<file path="config.mk">
export PLATFORM = sky130hd
export DESIGN_NAME = write_stream_adapter
export DESIGN_NICKNAME = d
export VERILOG_FILES = /design/src/rtl/write_stream_adapter_pkg.sv /design/src/rtl/write_stream_adapter_gray.sv /design/src/rtl/write_stream_adapter.sv
export SDC_FILE = /design/constraint.sdc
export NUM_CORES = 1
export LEC_CHECK = 0
export ABC_AREA = 0
export CORE_UTILIZATION = 33
export DETAILED_ROUTE_END_ITERATION = 10
export MAX_ROUTING_LAYER = met4
export PLACE_DENSITY_LB_ADDON = 0.3
export SKIP_LAST_GASP = 1
export SLEW_MARGIN = 10
export SYNTH_ARGS = -nofsm -noshare
export SYNTH_HDL_FRONTEND = slang
export SYNTH_SLANG_ARGS = --single-unit
</file>
<file path="constraint.sdc">
create_clock -name write_clk -period 2.2 [get_ports write_clk]
set_clock_uncertainty 0.1 [all_clocks]
set_input_delay 0.22 -clock write_clk [delete_from_list [all_inputs] [get_ports write_clk]]
set_output_delay 0.22 -clock write_clk [all_outputs]
set_load 0.01 [all_outputs]
</file>
<file path="src/rtl/write_stream_adapter_pkg.sv">
// Shared definitions for the write-side stream adapter.
//   gray_max_w : widest pointer the gray decoder handles
//   gray2bin   : gray-to-binary decode of the low 'width' bits of 'gray'
package write_stream_adapter_pkg;

  localparam int gray_max_w = 32;

  // Binary bit i is the XOR of gray bits [width-1:i]; walk from the MSB
  // down, keeping a running parity.
  function automatic logic [gray_max_w-1:0] gray2bin(
    input logic [gray_max_w-1:0] gray,
    input int                    width
  );
    logic [gray_max_w-1:0] bin;
    logic                  acc;
    bin = '0;
    acc = 1'b0;
    for (int i = gray_max_w - 1; i >= 0; i--) begin
      if (i < width) begin
        acc    = acc ^ gray[i];
        bin[i] = acc;
      end
    end
    return bin;
  endfunction

endpackage

</file>
<file path="src/rtl/write_stream_adapter_gray.sv">
// Combinational gray-to-binary converter for one FIFO pointer.
//   gray : gray-coded pointer (width bits)
//   bin  : binary equivalent  (width bits)
module gray_to_binary
  import write_stream_adapter_pkg::*;
#(
  parameter int width = 4
) (
  input  logic [width-1:0] gray,
  output logic [width-1:0] bin
);

  assign bin = width'(gray2bin(gray_max_w'(gray), width));

endmodule

</file>
<file path="src/rtl/write_stream_adapter.sv">
// Write-side front end of the async FIFO (write clock domain).
// A valid/ready input stream is buffered through an output register plus a
// skid register, and words are issued as write_en/write_data only while the
// FIFO is not full. A registered fill level and almost_full flag are derived
// from the write gray pointer and the synchronised read gray pointer.
//   write_clk, write_rst      : clock, synchronous active-high reset
//   in_valid, in_data, in_ready : upstream stream
//   fifo_full                 : full flag from write_ctrl
//   write_ptr_gray            : write pointer (gray)
//   read_ptr_gray_sync        : read pointer (gray), already in write_clk
//   write_en, write_data      : write request and word to memory
//   fifo_level, almost_full   : registered occupancy and threshold flag
module write_stream_adapter
  import write_stream_adapter_pkg::*;
#(
  parameter int addr_size          = 3,
  parameter int data_size          = 8,
  parameter int almost_full_thresh = 6
) (
  input  logic                 write_clk,
  input  logic                 write_rst,
  input  logic                 in_valid,
  input  logic [data_size-1:0] in_data,
  output logic                 in_ready,
  input  logic                 fifo_full,
  input  logic [addr_size:0]   write_ptr_gray,
  input  logic [addr_size:0]   read_ptr_gray_sync,
  output logic                 write_en,
  output logic [data_size-1:0] write_data,
  output logic [addr_size:0]   fifo_level,
  output logic                 almost_full
);

  localparam int               ptr_w  = addr_size + 1;
  localparam logic [ptr_w-1:0] thresh = ptr_w'(almost_full_thresh);

  logic                 out_valid;
  logic [data_size-1:0] out_data;
  logic                 skid_valid;
  logic [data_size-1:0] skid_data;
  logic                 accept;
  logic                 drain;
  logic [ptr_w-1:0]     wbin;
  logic [ptr_w-1:0]     rbin;
  logic [ptr_w-1:0]     level_next;

  // in_ready comes straight from a flop, so it is glitch-free.
  assign in_ready   = !skid_valid;
  assign write_en   = out_valid && !fifo_full;
  assign write_data = out_data;
  assign accept     = in_valid && in_ready;
  assign drain      = write_en;

  gray_to_binary #(.width(ptr_w)) u_wbin (
    .gray (write_ptr_gray),
    .bin  (wbin)
  );

  gray_to_binary #(.width(ptr_w)) u_rbin (
    .gray (read_ptr_gray_sync),
    .bin  (rbin)
  );

  // Modulo-2^ptr_w subtraction absorbs pointer wrap.
  assign level_next = wbin - rbin;

  // Output/skid stage. The output slot is free when empty or draining;
  // the skid word has priority over new input to keep order. While the
  // skid is full in_ready is low, so no accept can coincide with a refill
  // from the skid.
  always_ff @(posedge write_clk) begin
    if (write_rst) begin
      out_valid  <= 1'b0;
      skid_valid <= 1'b0;
      out_data   <= '0;
    end else if (!out_valid || drain) begin
      if (skid_valid) begin
        out_valid  <= 1'b1;
        out_data   <= skid_data;
        skid_valid <= 1'b0;
      end else if (accept) begin
        out_valid <= 1'b1;
        out_data  <= in_data;
      end else begin
        out_valid <= 1'b0;
      end
    end else if (accept) begin
      skid_valid <= 1'b1;
    end
  end

  // Skid payload needs no reset; it is only observed behind skid_valid.
  always_ff @(posedge write_clk) begin
    if (accept && out_valid && !drain) begin
      skid_data <= in_data;
    end
  end

  // Level stage. almost_full is judged on the new level, not the old one.
  always_ff @(posedge write_clk) begin
    if (write_rst) begin
      fifo_level  <= '0;
      almost_full <= 1'b0;
    end else begin
      fifo_level  <= level_next;
      almost_full <= (level_next >= thresh);
    end
  end

endmodule

</file>
==> results.py, run 1 <==
metrics = {
    "finish": {
        "finalNetCount": 151,
        "layout-drive-gt1-share": 0.159,
        "utilization": 0.519,
        "final_cells": 157,
        "diodes": 0,
        "area_growth_pct": 45.2,
    },
    "global_routing": {
        "grt.total_usage": 0.135,
        "grt_max_degree": 17,
        "grt_first_pass_wirelength_um": 3220,
        "grt_pass1_vias": 744,
        "overflow": 0,
        "antenna_found_initial": 0,
    },
    "logic_synthesis": {
        "synth_cell_type_count": 25,
        "synth_edf_count": 8,
        "yosysMostFrequentCell": "dfxtp_1",
        "syn_area_um2": 1020,
        "ys_seq_area_frac": 0.530,
        "synth.avg_cell_area_um2": 12.6,
        "synth_top_area_frac": 0.294,
        "postSynthCellCount": 81,
        "synth-seq-cells": 23,
        "synth_common_cells": "15 x dfxtp_1, 12 x nor2_1, 8 x edfxtp_1, 8 x mux2i_1, 6 x a211oi_1",
        "synthTopCellsByArea": "dfxtp_1 29%, edfxtp_1 24%, mux2i_1 7.9%",
        "synthArstFlopShare": 0,
        "synth_nets": 105,
        "yosys_warnings": 0,
        "yosys.area.top_type": "dfxtp_1",
        "ys.flop_type": "dfxtp_1",
    },
    "clock_network": {
        "cts_tree": "built",
        "cts.sink_count": 23,
        "ctsHoldBuffers": 0,
        "cts_buffers": 3,
        "cts_buffer_depth": 2,
        "root_buffer": "clkbuf_4",
        "h-tree-depth": 1,
        "insertion_delay_ns": 0.30,
        "clkTransAtPathRegs_ns": 0.12,
    },
    "timing": {
        "min_period_over_period": 0.960,
        "setup_violations": 0,
        "finalHoldViolCount": 0,
        "fin_ws_ns": 0.0880,
        "rsz0062_at_grt": "no",
        "tightest_slew_ns": 0.423,
        "drv_slew": 0,
        "min_period_ns": 2.11,
        "max_slew_margin": 0.717,
        "fmax_ghz": 0.473,
    },
    "run": {
        "cap_violations": 0,
    },
    "power_and_ir_drop": {
        "vdd.ir_drop.worst_v": 0.000266,
        "powerDensity_nw_per_um2": 670,
        "leakagePower_nw": 0.561,
    },
    "place": {
        "dp_hpwl_um": 1520,
        "numPortBuffers": 34,
        "dp_cells": 152,
        "post-place-ws_ns": -0.381,
        "gp_congestion": 0.694,
    },
    "worst_setup_path": {
        "path_common_cell": "inv_1",
        "crit_required_ns": 2.32,
        "crit_type": "input pin to flip-flop",
        "crit_path_end_kind": "flip-flop",
        "crit_path_start_kind": "input pin",
        "crit_fanout": 2,
        "cpPeakStageDelay_ns": 0.50,
        "crit_chain": "clkdlybuf4s50_1 -> xnor2_2 -> xor2_1 -> xnor2_1 -> ha_2 -> inv_1 -> fa_1 -> inv_1 -> o311ai_1",
        "arrival_ns": 2.23,
        "cp_slowest_cell": "clkdlybuf4s50_1",
    },
    "run_status": {
        "status": "complete, but fails checks",
        "violations": "DRC",
    },
    "die": {
        "initial_utilization": 0.357,
        "placementRows": 19,
        "die_area_um2": 3320,
        "num_io_pins": 35,
        "core_um2": 2850,
        "die_h_um": 57.6,
        "die_w_um": 57.6,
    },
    "routing": {
        "wl_per_cell_um": 12.2,
        "routed_wirelength_um": 1920,
        "drc": 4,
        "first_iter_violations": 19,
        "vias": 740,
        "ant_nets": 0,
        "via_per_inst": 4.71,
        "drtPass1Iterations": 7,
    },
    "worst_hold_path": {
        "hp-class": "input pin to flip-flop",
    },
}
## report_power, final
part / switching (mW) / internal (mW) / total [mW]
Sequential: 0.0204 / 0.483 / 0.504
Combinational: 0.123 / 0.174 / 0.297
Clock: 0.120 / 0.0705 / 0.190
Total: 0.263 / 0.728 / 0.991
## placed cells by master (no fill, tap or decap)
| cell type | instances |
|---|---|
| a2bb2oi_4 | 1 |
| dfxtp_1 | 15 |
| xor2_2 | 2 |
| a211o_1 | 1 |
| xnor2_1 | 4 |
| nand2_1 | 2 |
| inv_1 | 3 |
| dlymetal6s2s_1 | 2 |
| nor3_1 | 1 |
| ha_2 | 1 |
| mux2i_1 | 8 |
| nor2b_1 | 1 |
| buf_4 | 10 |
| xnor2_2 | 1 |
| clkdlybuf4s50_1 | 31 |
| clkbuf_4 | 3 |
| nor2_1 | 12 |
| nand3b_1 | 1 |
| xor2_1 | 1 |
| a211oi_2 | 2 |
| nand4b_1 | 1 |
| edfxtp_1 | 8 |
| a21oi_1 | 2 |
| fa_1 | 1 |
| o311ai_1 | 1 |
| clkbuf_1 | 1 |
| dlygate4sd2_1 | 1 |
| a211oi_1 | 6 |
| ha_1 | 2 |
| nor3b_1 | 1 |
## cell families after synthesis
family                     count (synthesis)  share of synthesized area
DFF                                       23                      0.530
and+or+nand+nor                           19                     0.0859
muxes                                      8                     0.0785
adders and majority gates                  4                     0.0564
AOI/OAI and AO/OA                         13                      0.121
buffers and inverters                      6                     0.0368
xor gates and xnor gates                   8                     0.0908
## cell type report
type | instances | area (um2)
flip-flops and latches | 23 | 541
inverters | 3 | 11.3
fillers | 280 | 1370
multi-input cells | 52 | 444
clock buffers | 4 | 26.3
repair buffers | 44 | 419
well taps | 31 | 38.8
## worst max-delay path, delay by kind of cell
kind,cells,cell delay [ns]
AO/OA/AOI/OAI,1,0.25
XOR/XNOR,3,0.51
adder cells (fa/ha/maj),2,0.66
buffers and inverters,3,0.60
## per-layer routing
metal	GRT usage	share of wire
met1	0.167	0.47
met2	0.213	0.47
met5	-	0
met3	0.0317	0.065
met4	0.0523	0
## worst paths after layout
check	from	endpoint	slack (ns)	depth (start not counted)
worst max-delay path	read_ptr_gray_sync[2]	almost_full	0.09	9
worst min-delay path	read_ptr_gray_sync[3]	fifo_level[3]	0.38	5
worst max register to register	skid_valid	write_data[3]	0.85	3
worst min register to register	write_data[4]	write_data[4]	0.40	2
## stage by stage
stage	instance area [um2]	setup TNS, ns	power [mW]	hold slack (ns)
finish	1480	0	0.991	0.382
global route	1480	0	1.05	0.373
CTS	1470	0	0.999	0.386
detailed placement	1440	-0.694	0.807	0.392
global placement	1440	-0.550	0.804	0.385
floorplan	1020	0	0.649	0.193
## flip-flops by register name, summed over array words and instances (netlist names)
signal	count
almost_full	1
fifo_level	4
out_valid	1
skid_data	8
skid_valid	1
write_data	8
## what timing repair did
item                                    in CTS  in global routing
hold endpoints to repair                     0                  0
endpoints found under the setup margin       1                  1
pin swaps                                    2                  7
setup buffers                                1                  0
resized for setup                            1                  4
No activity file was read; power rests on OpenSTA's default activity.
==> run 2, diff against run 1 <==
--- a/config.mk
+++ b/config.mk
@@ -6,12 +6,14 @@
 export NUM_CORES = 1
 export LEC_CHECK = 0
 export ABC_AREA = 0
-export CORE_UTILIZATION = 33
+export CELL_PAD_IN_SITES_DETAIL_PLACEMENT = 0
+export CELL_PAD_IN_SITES_GLOBAL_PLACEMENT = 1
+export CORE_UTILIZATION = 31
 export DETAILED_ROUTE_END_ITERATION = 10
 export MAX_ROUTING_LAYER = met4
 export PLACE_DENSITY_LB_ADDON = 0.3
 export SKIP_LAST_GASP = 1
-export SLEW_MARGIN = 10
+export SLEW_MARGIN = 20
 export SYNTH_ARGS = -nofsm -noshare
 export SYNTH_HDL_FRONTEND = slang
 export SYNTH_SLANG_ARGS = --single-unit
==> run 2 against run 1 <==
  * The flow now finishes without violations
  * Largest power group unchanged
  * Critical path type unchanged
  * Setup slack gained 0.16 ns
  * Cell count grew 9.6%
  * Non-clock buffer count grew 2
  * Power grew 3.0%
  * Critical endpoint unchanged
  * Worst hold slack gained 0.012 ns
==> results.py, run 2 (synthesized netlist as in run 1, its figures left out) <==
metrics = {
    "power_and_ir_drop": {
        "sequentialPowerShare": 0.490,
        "powerDensity_nw_per_um2": 667,
        "vdd.ir_drop.worst_v": 0.000264,
        "internal_power_mw": 0.749,
        "sw_frac_of_total": 0.266,
        "clkPwrFrac": 0.182,
        "total_power_mw": 1.02,
        "p_comb_frac": 0.328,
        "leakagePower_nw": 0.590,
        "p_sw_mw": 0.272,
    },
    "routing": {
        "via_per_inst": 4.41,
        "vias": 759,
        "wl_per_cell_um": 10.9,
        "drtPass1Iterations": 3,
        "drc": 0,
        "routed_wirelength_um": 1880,
        "first_iter_violations": 7,
        "ant_nets": 0,
    },
    "place": {
        "dp_hpwl_um": 1500,
        "post-place-ws_ns": -0.419,
        "dp_cells": 166,
        "placed_cell_area_um2": 1460,
        "numPortBuffers": 34,
        "gp_congestion": 0.708,
    },
    "worst_setup_path": {
        "crit_chain": "clkdlybuf4s50_1 -> xor2_2 -> buf_4 -> buf_4 -> buf_4 -> fa_1 -> xnor2_2 -> o311ai_2",
        "rr_startpoint": "skid_valid",
        "cp_slowest_cell": "fa_1",
        "cpPeakStageDelay_ns": 0.46,
        "crit_required_ns": 2.33,
        "path_common_cell": "buf_4",
        "crit_type": "input pin to flip-flop",
        "crit_fanout": 2,
        "r2r_slack_ns": 0.69,
        "r2r_cells": 3,
        "crit_path_end_kind": "flip-flop",
        "arrival_ns": 2.08,
        "r2r-end": "write_data[5]",
        "crit_path_start_kind": "input pin",
    },
    "worst_hold_path": {
        "hold_path_depth": 1,
        "hp-class": "input pin to flip-flop",
        "min_from": "in_data[2]",
        "hold_path_end": "skid_data[2]",
    },
    "finish": {
        "utilization": 0.497,
        "layout_common_cells": "30 x clkdlybuf4s50_1, 15 x dfxtp_1, 12 x nor2_1, 12 x buf_4",
        "layout-drive-gt1-share": 0.195,
        "design_area_um2": 1530,
        "finalNetCount": 153,
        "final_cells": 172,
        "diodes": 0,
        "area_growth_pct": 50.1,
        "mostFrequentLayoutCell": "clkdlybuf4s50_1",
    },
    "timing": {
        "tightest_slew_ns": 0.436,
        "fin_ws_ns": 0.246,
        "fmax_ghz": 0.512,
        "max_slew_margin": 0.709,
        "min_period_ns": 1.95,
        "min_period_over_period": 0.888,
        "setup_violations": 0,
        "drv_slew": 0,
        "rsz0062_at_grt": "no",
        "finalHoldViolCount": 0,
        "fin_hold_ws_ns": 0.394,
        "fin_setup_tns_ns": 0,
    },
    "die": {
        "core_um2": 3080,
        "die_area_um2": 3520,
        "num_io_pins": 35,
        "die_w_um": 59.4,
        "initial_utilization": 0.331,
        "die_h_um": 59.4,
        "placementRows": 20,
    },
    "clock_network": {
        "cts_tree": "built",
        "cts_buffers": 3,
        "cts.sink_count": 23,
        "clkTransAtPathRegs_ns": 0.13,
        "cts_buffer_depth": 2,
        "root_buffer": "clkbuf_4",
        "insertion_delay_ns": 0.30,
        "h-tree-depth": 1,
    },
    "global_routing": {
        "overflow": 0,
        "grt_pass1_vias": 726,
        "antenna_found_initial": 0,
        "grt.total_usage": 0.125,
        "grt_max_degree": 17,
        "grt_first_pass_wirelength_um": 3070,
    },
    "run_status": {
        "status": "completed",
    },
    "run": {
        "cap_violations": 0,
    },
}
-- run 2: worst max-delay path, delay by kind of cell --
family | cells | cell delay, ns
compound gates | 1 | 0.20
xor+xnor | 2 | 0.36
fa+ha+maj | 1 | 0.46
buf+inv | 4 | 0.83
-- run 2: layout make-up --
cell class / count / area (um2)
multi-input combinational: 52 / 459
inverter: 3 / 11.3
timing repair buffer: 46 / 437
clock buffer: 3 / 22.5
clock inverter: 1 / 5.00
fill: 290 / 1550
tap: 44 / 55.1
sequential: 23 / 541
-- run 2: layer usage --
| metal | vias to the layer above | wire length (um) | GRT usage |
|---|---|---|---|
| li1 | 384 | - | - |
| met1 | 352 | 804 | 0.127 |
| met2 | 21 | 978 | 0.226 |
| met3 | 2 | 68 | 0.0197 |
| met4 | 0 | 27 | 0.0714 |
| met5 | - | 0 | - |
-- run 2: how the worst max path moves through the flow --
stage | from | end | slack, ns | cells past startpoint
after floorplan | read_ptr_gray_sync[3] | almost_full | 0.17 | 8
after global placement | write_ptr_gray[3] | almost_full | -0.31 | 9
after detailed placement | write_ptr_gray[3] | almost_full | -0.42 | 9
after CTS | write_ptr_gray[2] | almost_full | 0.05 | 9
after global routing | write_ptr_gray[3] | almost_full | 0.16 | 9
final | write_ptr_gray[1] | almost_full | 0.25 | 8
-- run 2: power groups by stage --
stage	clock (mW)	sequential, mW	combinational, mW
2_1_floorplan	0	0.527	0.122
6_report	0.186	0.501	0.335
5_1_grt	0.212	0.506	0.366
4_1_cts	0.198	0.501	0.318
3_3_place_gp	0	0.510	0.307
3_5_place_dp	0	0.510	0.312
-- run 2: what timing repair did --
action                                  4_1_cts  5_1_grt
endpoints found under the setup margin        1        3
buffers inserted                              1        1
pin swaps                                     2        7
resized for setup                             2        6
endpoints found under the hold margin         0        0
hold buffers                                  0        0
